--- src/rtl/if_pkg.sv ---
// Shared types and constants for the IF-stage fetch unit (if_fetch_unit, if_id_buffer).
package if_pkg;

    typedef enum logic [1:0] {
        IDLE = 2'd0,
        BUSY = 2'd1,
        DROP = 2'd2
    } fetch_state_e;

    localparam int unsigned INSTR_BYTES  = 2;
    localparam logic [15:0] RESET_VECTOR = 16'h0000;
    localparam logic [15:0] INSTR_NOP    = 16'h0000;

endpackage

--- src/rtl/if_id_buffer.sv ---
// One-entry valid/ready holding register between the fetch unit and the ID stage.
module if_id_buffer #(
    parameter int unsigned AddrWidth  = 16,
    parameter int unsigned InstrWidth = 16
) (
    input  logic                  clk,
    input  logic                  rst_n,
    input  logic                  capture,
    input  logic                  consume,
    input  logic                  flush,
    input  logic [InstrWidth-1:0] instr_in,
    input  logic [AddrWidth-1:0]  pc_in,
    output logic                  valid,
    output logic [InstrWidth-1:0] instr,
    output logic [AddrWidth-1:0]  pc
);

    // Flush beats capture beats consume; a capture and a consume at the same
    // edge leave the entry occupied by the new instruction.
    // NOTE: sequential state uses <= so every flop samples pre-edge values.
    always_ff @(posedge clk or negedge rst_n) begin
        if (!rst_n) begin
            valid <= 1'b0;
        end else if (flush) begin
            valid <= 1'b0;
        end else if (capture) begin
            valid <= 1'b1;
        end else if (consume) begin
            valid <= 1'b0;
        end
    end

    always_ff @(posedge clk or negedge rst_n) begin
        if (!rst_n) begin
            instr <= '0;
            pc    <= '0;
        end else if (capture && !flush) begin
            instr <= instr_in;
            pc    <= pc_in;
        end
    end

endmodule

--- src/rtl/if_fetch_unit.sv ---
// IF-stage fetch sequencer: PC_Next mux, single-outstanding IMem request FSM, ID handoff.
// Optional build macro IF_STALL_COUNT_EN adds the Stall_Count output.
module if_fetch_unit
    import if_pkg::*;
#(
    parameter int unsigned          AddrWidth   = 16,
    parameter int unsigned          InstrWidth  = 16,
    parameter int unsigned          InstrBytes  = INSTR_BYTES,
    parameter logic [AddrWidth-1:0] ResetVector = AddrWidth'(RESET_VECTOR)
) (
    input  logic                  CLK,
    input  logic                  RST,
    input  logic [AddrWidth-1:0]  PC,
    output logic [AddrWidth-1:0]  PC_Next,
    output logic                  IMem_Req,
    output logic [AddrWidth-1:0]  IMem_Addr,
    input  logic                  IMem_Ack,
    input  logic [InstrWidth-1:0] IMem_Data,
    input  logic                  Branch_Taken,
    input  logic [AddrWidth-1:0]  Branch_Target,
    output logic                  ID_Valid,
    input  logic                  ID_Ready,
    output logic [InstrWidth-1:0] ID_Instr,
    output logic [AddrWidth-1:0]  ID_PC
`ifdef IF_STALL_COUNT_EN
    ,
    output logic [15:0]           Stall_Count
`endif
);

    fetch_state_e state_q;
    fetch_state_e state_d;
    logic         issue;
    logic         capture;
    logic         buf_free;
    logic         consume;

    assign consume  = ID_Valid && ID_Ready;
    assign buf_free = !ID_Valid || ID_Ready;

    always_ff @(posedge CLK or negedge RST) begin
        if (!RST) begin
            state_q <= IDLE;
        end else begin
            state_q <= state_d;
        end
    end

    // NOTE: defaults first so no path leaves a signal unassigned (no latch).
    always_comb begin
        state_d = state_q;
        issue   = 1'b0;
        capture = 1'b0;
        case (state_q)
            IDLE: begin
                if (!Branch_Taken && buf_free) begin
                    issue   = 1'b1;
                    state_d = BUSY;
                end
            end
            BUSY: begin
                if (IMem_Ack) begin
                    capture = !Branch_Taken;
                    state_d = IDLE;
                end else if (Branch_Taken) begin
                    state_d = DROP;
                end
            end
            DROP: begin
                if (IMem_Ack) begin
                    state_d = IDLE;
                end
            end
            default: state_d = IDLE;
        endcase
    end

    // The request is outstanding exactly while the FSM is out of IDLE, so reset
    // withdraws it immediately.
    assign IMem_Req = (state_q != IDLE);

    always_ff @(posedge CLK or negedge RST) begin
        if (!RST) begin
            IMem_Addr <= '0;
        end else if (issue) begin
            IMem_Addr <= PC;
        end
    end

    always_comb begin
        PC_Next = PC;
        if (!RST) begin
            PC_Next = ResetVector;
        end else if (Branch_Taken) begin
            PC_Next = Branch_Target;
        end else if (capture) begin
            PC_Next = PC + AddrWidth'(InstrBytes);
        end
    end

    if_id_buffer #(
        .AddrWidth (AddrWidth),
        .InstrWidth(InstrWidth)
    ) u_id_buffer (
        .clk     (CLK),
        .rst_n   (RST),
        .capture (capture),
        .consume (consume),
        .flush   (Branch_Taken),
        .instr_in(IMem_Data),
        .pc_in   (IMem_Addr),
        .valid   (ID_Valid),
        .instr   (ID_Instr),
        .pc      (ID_PC)
    );

`ifdef IF_STALL_COUNT_EN
    logic [15:0] stall_q;

    always_ff @(posedge CLK or negedge RST) begin
        if (!RST) begin
            stall_q <= '0;
        end else if (Branch_Taken) begin
            stall_q <= '0;
        end else if (ID_Valid && !ID_Ready && (stall_q != 16'hFFFF)) begin
            stall_q <= stall_q + 16'd1;
        end
    end

    assign Stall_Count = stall_q;
`endif

endmodule

--- config.mk ---
export PLATFORM = sky130hd
export DESIGN_NAME = if_fetch_unit
export DESIGN_NICKNAME = d
export VERILOG_FILES = /design/src/rtl/if_pkg.sv /design/src/rtl/if_id_buffer.sv /design/src/rtl/if_fetch_unit.sv
export SDC_FILE = /design/constraint.sdc
export NUM_CORES = 1
export LEC_CHECK = 0
export CAP_MARGIN = 30
export CORE_UTILIZATION = 45
export CTS_BUF_LIST = sky130_fd_sc_hd__clkbuf_4 sky130_fd_sc_hd__clkbuf_8 sky130_fd_sc_hd__clkbuf_16
export CTS_CLUSTER_SIZE = 16
export DETAILED_ROUTE_END_ITERATION = 16
export GPL_TIMING_DRIVEN = 1
export PLACE_DENSITY_LB_ADDON = 0.2
export SLEW_MARGIN = 10
export SYNTH_ARGS = -nofsm -noshare
export SYNTH_HDL_FRONTEND = slang
export SYNTH_HIERARCHICAL = 1
export SYNTH_SLANG_ARGS = --single-unit
--- constraint.sdc ---
create_clock -name CLK -period 3.3 [get_ports CLK]
set_input_delay 0.66 -clock CLK [delete_from_list [all_inputs] [get_ports CLK]]
set_output_delay 0.66 -clock CLK [all_outputs]
set_load 0.02 [all_outputs]
==> flow_metrics.env <==
export IMPL_setup_worst_path_end_class="output port"
export IMPL_path_max_fanout=5
export IMPL_syn_inst=206
export IMPL_worst_setup_path_start_kind="primary input"
export IMPL_num_antenna_cells=0
export IMPL_initial_utilization=0.477
export IMPL_ios=119
export IMPL_outcome="complete, no violations"
export IMPL_dp_cells=413
export IMPL_comb_power_share=0.490
export IMPL_first_pass_iters=4
export IMPL_die_area_um2=6290
export IMPL_gr_total_overflow=0
export IMPL_reg2regPathDepth=5
export IMPL_post_route_util=0.745
export IMPL_dp_hpwl_um=5240
export IMPL_synth_area_um2=2690
export IMPL_synth_edf_count=0
export IMPL_via_count=2169
export IMPL_drc_errors=0
export IMPL_max_cap_violations=0
export IMPL_synth_ff_type="dfrtp_1"
export IMPL_pwr_share_seq=0.358
export IMPL_ys_seq_elements=51
export IMPL_finalClockSkew_ps=5.39
export IMPL_gp_congestion=0.767
export IMPL_grt_pass1_vias=2216
export IMPL_synth_top_family_by_area="multiplexers"
export IMPL_nNetsFinal=403
export IMPL_ys_types=46
export IMPL_synthArstFlopShare=1.00
export IMPL_grtUsageTotal=0.227
export IMPL_finalNonFillerCells=422
export IMPL_port_buffers=118
export IMPL_startpoint="PC[3]"
export IMPL_cts_tree="built"
export IMPL_area_delta_synth_final_pct=56.2
export IMPL_hp_class="in -> async"
export IMPL_synth_fa_ha_area_frac=0.00465
export IMPL_power_switching_mw=0.973
export IMPL_worst_pin_slew_ps=416
export IMPL_regArea_um2=1280
export IMPL_fin_crit_ps=3200
export IMPL_setup_viol=0
export IMPL_power_density_nw_per_um2=685
export IMPL_reg2reg_from="state_q[1]$_DFFE_PN0P_"
export IMPL_syn_area_per_cell_um2=13.1
export IMPL_ir_drop_uv=482
export IMPL_dieWidth_um=79.3
export IMPL_core_area_um2=5640
export IMPL_rrSetupSlack_ps=1290
export IMPL_clkPwrFrac=0.152
export IMPL_cts_htree_levels=2
export IMPL_wl_um=6950
export IMPL_muxShareOfSynthArea=0.249
export IMPL_rsz0062_at_grt="true"
export IMPL_synth_xor_area_share=0.0261
export IMPL_yosys_warnings=6
export IMPL_path_clk_slew_ps=90
export IMPL_cellLeakagePower_nw=1.90
export IMPL_slew_headroom=0.723
export IMPL_grt_max_degree=31
export IMPL_r2r_end="u_id_buffer/instr[12]$_DFFE_PN0P_"
export IMPL_drv_slew=0
export IMPL_timing_fmax_mhz=313
export IMPL_clk_path_buf_depth=2
export IMPL_antenna_found_initial=0
export IMPL_die_y_um=79.3
export IMPL_cp_required_ps=2640
export IMPL_swShare=0.338
export IMPL_clock_latency_ps=300
export IMPL_wire_per_inst_um=16.5
export IMPL_layout_drive_gt1_share=0.266
export IMPL_cts_root_buf="clkbuf_8"
export IMPL_grt_pass1_wl_um=10900
export IMPL_clock_sinks=51
export IMPL_cts_made_buffers=5
export IMPL_yosys_area_share_simple=0.116
export IMPL_rows=27
export IMPL_ant_nets=0
export IMPL_hold_viol_final=0
export IMPL_synth_nets=260
export IMPL_power_internal_mw=1.90
export IMPL_worstSetupPathType="in -> out"
export IMPL_arrival_ps=2540
export IMPL_multi_input_comb_area_um2=1280
export IMPL_nFillCells=413
export IMPL_seq_area_frac_synth=0.475
export IMPL_synth_compound_area_share=0.0786
export IMPL_viasPerCell=5.14
export IMPL_tns_ps=0
export IMPL_final_period_utilization=0.969
export IMPL_drt_initial_drc_count=72
-- routing by layer --
layer | up-vias | part of all wire | global-route usage | routed length (um)
met1 | 1032 | 0.44 | 0.288 | 3030
met4 | 0 | 0.014 | 0.0564 | 99
li1 | 1033 | - | - | -
met2 | 93 | 0.48 | 0.385 | 3320
met5 | - | 0 | 0 | 0
met3 | 11 | 0.073 | 0.0586 | 504
-- power groups by stage --
| stage | clock [mW] | sequential, mW | combinational, mW |
|---|---|---|---|
| 2_1_floorplan | 0 | 1.32 | 0.434 |
| 3_3_place_gp | 0 | 1.02 | 1.40 |
| 3_5_place_dp | 0 | 1.04 | 1.42 |
| 4_1_cts | 0.449 | 1.03 | 1.42 |
| 5_1_grt | 0.474 | 1.06 | 1.48 |
| 6_report | 0.436 | 1.03 | 1.41 |
-- flip-flops by register name, summed over array words and instances, names as in the netlist --
name               cells
u_id_buffer/valid      1
u_id_buffer/instr     16
u_id_buffer/pc        16
state_q                2
IMem_Addr             16
-- how the worst max path moves through the flow --
stage | cells after the start | slack (ps) | endpoint
after CTS | 7 | 20 | PC_Next[15]
final | 8 | 100 | PC_Next[10]
after detailed placement | 7 | -230 | PC_Next[13]
after global routing | 8 | -2 | PC_Next[10]
after floorplan | 6 | 660 | PC_Next[13]
after global placement | 7 | -230 | PC_Next[13]
-- cell usage in the layout, fill, tap and decap left out, types with 3 or more instances in the layout --
cell type | netlist | layout
xnor2_1 | 3 | 3
nand4_1 | 4 | 4
mux2_2 | 11 | 11
and2_1 | 3 | 3
o21ai_0 | 14 | 14
nor2_1 | 3 | 3
clkbuf_8 | 0 | 5
nor3_1 | 4 | 4
mux2_4 | 35 | 35
nand2b_1 | 6 | 6
dlygate4sd2_1 | 0 | 9
a21oi_1 | 8 | 8
inv_1 | 5 | 5
dfrtp_1 | 51 | 51
buf_4 | 0 | 27
dlymetal6s2s_1 | 0 | 6
clkdlybuf4s50_1 | 0 | 100
nand2_1 | 6 | 6
xor2_1 | 5 | 5
-- per-stage QoR --
stage / setup WS [ps] / hold WS, ps / power, mW / cell area (um2)
2_1_floorplan: 655 / 364 / 1.75 / 2690
4_1_cts: 21.4 / 272 / 2.90 / 4180
3_5_place_dp: -230 / 495 / 2.46 / 4080
6_report: 101 / 280 / 2.88 / 4200
3_3_place_gp: -228 / 490 / 2.42 / 4080
5_1_grt: -1.63 / 277 / 3.02 / 4200
-- cells in the mapped netlist, drive strengths merged (5+ instances only) --
master  number  share of area
o21ai       14          0.026
buf          7          0.037
a21oi        8          0.015
dfrtp       51           0.47
nand2        6         0.0084
xor2         5          0.016
nand2b       6          0.014
inv          5         0.0070
mux2        46           0.24
-- final cells by class --
class                      count  share of cell area
multi-input combinational    138               0.305
sequential                    51               0.304
clock inverter                 3              0.0104
tap                           72              0.0214
clock buffer                   5              0.0164
inverter                       6             0.00536
timing repair buffer         147               0.338
-- what timing repair did --
action / CTS / global route
endpoints found under the setup margin: 11 / 8
pin swaps: 0 / 1
gates resized for setup: 11 / 10
gates cloned: 0 / 0
buffers inserted: 0 / 1
hold buffers: 0 / 0
-- worst max-delay path, stage by stage --
cell             delay, ps
clkdlybuf4s50_1        530
nand4_1                190
nor4b_4                260
buf_4                  180
buf_4                  120
nand4_1                 90
a31oi_1                160
clkdlybuf4s15_1        360
-- cells by family after synthesis --
logic type	Yosys count
fa+ha+maj	1
flops	51
xor+xnor	8
simple gates	47
compound gates	34
buf+inv	17
mux	48
Power figures use the tool's default switching activity.
